<file path="config.mk">
export PLATFORM = sky130hd
export DESIGN_NAME = controlador_matriz
export DESIGN_NICKNAME = d
export VERILOG_FILES = /design/src/rtl/controlador_matriz.sv
export SDC_FILE = /design/constraint.sdc
export NUM_CORES = 1
export LEC_CHECK = 0
export CORE_AREA = 8 8 398 400
export CTS_CLUSTER_DIAMETER = 30
export CTS_CLUSTER_SIZE = 16
export DETAILED_ROUTE_END_ITERATION = 8
export DIE_AREA = 0 0 406 408
export GPL_TIMING_DRIVEN = 0
export HOLD_SLACK_MARGIN = 0.15
export SETUP_SLACK_MARGIN = 0.1
export SYNTH_ARGS = -nofsm -noshare
export SYNTH_HDL_FRONTEND = slang
export SYNTH_SLANG_ARGS = --single-unit
</file>
<file path="constraint.sdc">
create_clock -name clock -period 2.85 [get_ports clock]
set_input_delay 0.57 -clock clock [delete_from_list [all_inputs] [get_ports clock]]
set_output_delay 0.57 -clock clock [all_outputs]
set_load 0.02 [all_outputs]
</file>
<file path="src/rtl/controlador_matriz.sv">
// rtl/controlador_matriz.sv - handshaked row sequencer for the 5x5 int8 matrix-multiply datapath
module controlador_matriz #(
    parameter int DP_LATENCY = 1
) (
    input  logic         clock,
    input  logic         reset,
    input  logic         start,
    input  logic [199:0] matriz_a,
    input  logic [199:0] matriz_b,
    output logic         busy,
    output logic         done,
    output logic [199:0] resultado,
    output logic [199:0] dp_matriz_a,
    output logic [199:0] dp_matriz_b,
    output logic [2:0]   dp_linha,
    output logic         dp_valid,
    input  logic [39:0]  dp_linha_resultado
);
    typedef enum logic [1:0] {IDLE, ISSUE, DRAIN, DONE} state_t;

    state_t       state_q, state_d;
    logic [2:0]   cnt_q, cnt_d;
    logic         busy_q, busy_d;
    logic         done_q, done_d;
    logic [199:0] a_q, a_d;
    logic [199:0] b_q, b_d;
    logic [199:0] res_q, res_d;
    // Each stage holds {valid, row tag}; stage 0 doubles as the issue register.
    logic [3:0]   pipe_q [DP_LATENCY];
    logic [3:0]   pipe_d [DP_LATENCY];
    logic         tap_valid;
    logic [2:0]   tap_tag;
    logic         last_capture;

    always_comb begin
        tap_valid    = pipe_q[DP_LATENCY-1][3];
        tap_tag      = pipe_q[DP_LATENCY-1][2:0];
        last_capture = tap_valid && (tap_tag == 3'd4);
        state_d      = state_q;
        cnt_d        = cnt_q;
        busy_d       = busy_q;
        done_d       = 1'b0;
        a_d          = a_q;
        b_d          = b_q;
        res_d        = res_q;
        pipe_d[0]    = 4'b0000;
        for (int i = 1; i < DP_LATENCY; i++) begin
            pipe_d[i] = pipe_q[i-1];
        end

        for (int r = 0; r < 5; r++) begin
            if (tap_valid && (tap_tag == 3'(r))) begin
                res_d[40*r +: 40] = dp_linha_resultado;
            end
        end

        case (state_q)
            IDLE: begin
                if (start) begin
                    state_d   = ISSUE;
                    cnt_d     = 3'd0;
                    busy_d    = 1'b1;
                    a_d       = matriz_a;
                    b_d       = matriz_b;
                    pipe_d[0] = 4'b1000;
                end
            end
            ISSUE: begin
                if (cnt_q == 3'd4) begin
                    state_d = DRAIN;
                end else begin
                    cnt_d     = cnt_q + 3'd1;
                    pipe_d[0] = {1'b1, cnt_q + 3'd1};
                end
            end
            DRAIN:   state_d = DRAIN;
            DONE:    state_d = IDLE;
            default: state_d = IDLE;
        endcase

        // With a short latency the last row can land while still in ISSUE.
        if (last_capture) begin
            state_d = DONE;
            busy_d  = 1'b0;
            done_d  = 1'b1;
        end
    end

    always_ff @(posedge clock) begin
        if (reset) begin
            state_q <= IDLE;
            cnt_q   <= 3'd0;
            busy_q  <= 1'b0;
            done_q  <= 1'b0;
            a_q     <= '0;
            b_q     <= '0;
            res_q   <= '0;
            for (int i = 0; i < DP_LATENCY; i++) begin
                pipe_q[i] <= 4'b0000;
            end
        end else begin
            state_q <= state_d;
            cnt_q   <= cnt_d;
            busy_q  <= busy_d;
            done_q  <= done_d;
            a_q     <= a_d;
            b_q     <= b_d;
            res_q   <= res_d;
            for (int i = 0; i < DP_LATENCY; i++) begin
                pipe_q[i] <= pipe_d[i];
            end
        end
    end

    assign busy        = busy_q;
    assign done        = done_q;
    assign resultado   = res_q;
    assign dp_matriz_a = a_q;
    assign dp_matriz_b = b_q;
    assign dp_valid    = pipe_q[0][3];
    assign dp_linha    = pipe_q[0][2:0];

endmodule

</file>
==> results_dict.tcl <==
set metrics [dict create \
    p_total_mw 39.34 \
    max_freq_ghz 0.3764 \
    synth-main-ff-cell "sky130_fd_sc_hd__dfxtp_1" \
    hold_bufs_at_cts 0 \
    timing.critical_path.required_ps 3560 \
    initial_core_util_pct 13.66 \
    synthesis.area_mm2 0.02084 \
    seqCellArea_mm2 0.01223 \
    finalNetCount 4248 \
    cts.path.max_buffers 3 \
    slew_headroom_pct 27.55 \
    timing.critical_path.arrival_ps 3370 \
    power_density_mw_per_mm2 982.6 \
    tritoncts_num_sinks 611 \
    final_core_util_pct 26.23 \
    worst_path_most_repeated_cell "sky130_fd_sc_hd__buf_2" \
    cts_made_buffers 168 \
    mean_cell_area_of_the_mapped_netlist_um2 8.072 \
    synth.ff_latch_count 611 \
    post_synth_fa_ha_maj_area_fraction_pct 0.2401 \
    synth.yosys.seq_area_share_pct 58.69 \
    synth_top_family_by_area "simple AND/OR/NAND/NOR gates" \
    grt.overflow.total 0 \
    tns_ps 0 \
    synth_edf_count 0 \
    final_max_slew_viol_count 0 \
    timing.critical_path.cells "inv_1, ha_1, and2_2, buf_2, buf_2, nand2_1, a21oi_1" \
    yosysWarnings 0 \
    max_cap_violations 0 \
    globalRouteTotalUtil_pct 16.43 \
    syn-num-nets 3029 \
    basic_gate_share_of_the_synthesized_area_counting_and_or_nand_and_nor_cells_pct 21.23 \
    fin_hold_ws_ps 341.8 \
    floorplan.die.width_um 406 \
    post_synth_inst_count 2582 \
    numPortBuffers 1048 \
    worst_setup_hold_path_clk_slew_ps 50 \
    min-delay-path-class "in -> reg" \
    antenna_left 0 \
    dpl_cell_area_mm2 0.03393 \
    fillers 16390 \
    placedCellCount 5676 \
    final.setup.worst_slack_ps 192.9 \
    synth_mux_area_share_pct 0.09605 \
    clock-root-buffer "sky130_fd_sc_hd__clkbuf_16" \
    via_per_inst 3.974 \
    first_global_vias 23270 \
    final-hold-violation-count 0 \
    critical_path_buf_inv_count 3 \
    finalClockSkew_ps 80.91 \
    area_delta_synth_final_pct 92.09 \
    synth_cell_type_count 33 \
    fin_crit_ps 2657 \
    share_of_the_synthesized_area_in_compound_gates_ao_oa_aoi_oai_pct 15.51 \
    rsz0062_at_grt "false" \
    pin_count 1049 \
    drc_errors 0 \
    pre_cts_slack_ps -977.2 \
    timing.critical_path.to_type "flop" \
    detailroute.via_count 23840 \
    critPathTopFamily "buffers and inverters" \
    grt_first_pass_wirelength_mm 191.6 \
    worst_pin_slew_ps 1087 \
    drtPass1Iterations 5 \
    crit_path_start_kind "flop" \
    layout.cells.non_filler 5998 \
    maximum_level_of_the_cts_h_tree 4 \
    finalSetupViolCount 0 \
    chipHeight_um 408 \
    path_class "reg -> reg" \
    cpMaxStageDelayCell "sky130_fd_sc_hd__buf_2" \
    routed_wirelength_mm 144.0 \
    tritoncts_clock_tree "done" \
    post-route-cell-area_mm2 0.04004 \
    postSynth.asyncResetShare_pct 0 \
    floorplan.core_area_mm2 0.1526 \
    critical_path.max_fanout 10 \
    pin_count_of_the_biggest_net_entering_global_routing 17 \
    final.period_utilization_pct 93.23 \
    floorplan.rows 144 \
    post_drt_wl_per_cell_um 24.00 \
    fp.dieArea_mm2 0.1656 \
    maximum_resistive_drop_on_vdd_mv 0.7151 \
    detail_route.iter0.violations 1881 \
    globalplace.congestion 0.9040 \
    detailed_place_hpwl_mm 117.0 \
    clk_latency_ps 790 \
    number_of_antenna_violations_at_the_first_check_in_global_routing 49 \
    critPathMaxStageDelay_ps 500 \
    synth-xor-area-share_pct 0 \
    power.leakage_nw 14.41 \
    result_of_the_run "finished clean" \
    total_area_of_multi_input_combinational_cells_mm2 0.007731 \
    layout_cells_sized_above_1_pct 9.523 \
]
-- metal layers --
layer  vias to the layer above  track usage [%]  part of all wire [%]
li1                      10910                -                     -
met1                     11500            19.28                    40
met2                      1162            27.61                    48
met3                       261            6.534                   9.7
met4                         4            4.748                   2.6
met5                         -                0                 0.018
-- cells in the mapped netlist (all sizes together), types with 2 or more instances --
cell / number / share of area, %
nand4: 2 / 0.060
nand2b: 2 / 0.060
buf: 81 / 2.0
a22o: 40 / 1.7
dfxtp: 611 / 59
and4b: 2 / 0.096
clkbuf: 118 / 2.1
nor2: 5 / 0.090
ha: 4 / 0.24
inv: 5 / 0.090
and4bb: 3 / 0.18
a21oi: 564 / 14
a211oi: 2 / 0.072
mux2i: 2 / 0.096
nand2: 1122 / 20
nand4bb: 3 / 0.16
o21ai: 2 / 0.048
nand4b: 2 / 0.084
-- area by class of cell --
cell class / count / area share, %
Timing Repair Buffer: 1050 / 26.29
Sequential cell: 611 / 30.55
Clock buffer: 223 / 11.92
Multi-Input combinational cell: 1767 / 19.31
Antenna cell: 16 / 0.1000
Clock inverter: 84 / 3.210
Inverter: 5 / 0.04688
Tap cell: 2044 / 6.388
Buffer: 198 / 2.188
-- power breakdown --
part	internal, mW	switching [mW]	leakage, nW
combinational	3.45	5.70	6.49
sequential	9.71	0.781	4.99
clock	13.5	6.20	2.93
total	26.7	12.7	14.4
-- state kept, by name, indices dropped and copies added (netlist names) --
register	count
cnt_q	3
done	1
dp_matriz_b	200
dp_matriz_a	200
pipe_q	4
state_q	2
resultado	200
busy	1
-- layout by cell type, fill, tap and decap left out, types with 2 or more instances in the layout --
cell type and instances:
sky130_fd_sc_hd__nand2_1 1121, sky130_fd_sc_hd__clkdlybuf4s50_1 1048, sky130_fd_sc_hd__dfxtp_1 611, sky130_fd_sc_hd__a21oi_1 564, sky130_fd_sc_hd__clkbuf_16 168, sky130_fd_sc_hd__clkbuf_1 130
sky130_fd_sc_hd__buf_2 64, sky130_fd_sc_hd__a22o_1 40, sky130_fd_sc_hd__clkbuf_8 36, sky130_fd_sc_hd__clkinv_2 33, sky130_fd_sc_hd__bufinv_16 19, sky130_fd_sc_hd__diode_2 16
sky130_fd_sc_hd__clkinv_16 13, sky130_fd_sc_hd__clkinvlp_4 12, sky130_fd_sc_hd__buf_1 9, sky130_fd_sc_hd__clkbuf_2 6, sky130_fd_sc_hd__nor2_1 5, sky130_fd_sc_hd__inv_1 5
sky130_fd_sc_hd__clkinv_4 5, sky130_fd_sc_hd__buf_4 4, sky130_fd_sc_hd__buf_6 4, sky130_fd_sc_hd__ha_1 4, sky130_fd_sc_hd__and4bb_2 3, sky130_fd_sc_hd__nand4bb_1 3
sky130_fd_sc_hd__and4b_1 2, sky130_fd_sc_hd__nand4b_1 2, sky130_fd_sc_hd__nand2b_1 2, sky130_fd_sc_hd__nand4_1 2, sky130_fd_sc_hd__mux2i_1 2, sky130_fd_sc_hd__o21ai_0 2
sky130_fd_sc_hd__a211oi_1 2
-- worst register-to-register path, cell delays in order, from the launching register on --
cell and delay (ps):
sky130_fd_sc_hd__dfxtp_1 320, sky130_fd_sc_hd__inv_1 60, sky130_fd_sc_hd__ha_1 270, sky130_fd_sc_hd__and2_2 480, sky130_fd_sc_hd__buf_2 520, sky130_fd_sc_hd__buf_2 420
sky130_fd_sc_hd__nand2_1 310, sky130_fd_sc_hd__a21oi_1 190
-- final timing paths --
kind / start / to / slack (ps) / cells after the start
worst max register to register: state_q[0] / dp_matriz_b[1] / 190 / 7
worst max-delay path: state_q[0] / dp_matriz_b[1] / 190 / 7
worst min register to register: dp_matriz_a[155] / dp_matriz_a[155] / 450 / 2
worst min-delay path: matriz_b[19] / dp_matriz_b[19] / 340 / 3
-- timing repair --
action | in CTS | in global routing
buffers inserted | 0 | 0
gates resized for setup | 9 | 0
endpoints found under the setup margin | 396 | 0
-- logic make-up after synthesis --
| group | count (synthesis) |
|---|---|
| flip-flops | 611 |
| AND/OR/NAND/NOR | 1149 |
| buffers and inverters | 204 |
| adder cells (fa/ha/maj) | 4 |
| AO/OA/AOI/OAI | 612 |
| multiplexers | 2 |
(Power assumes the default switching activity.)
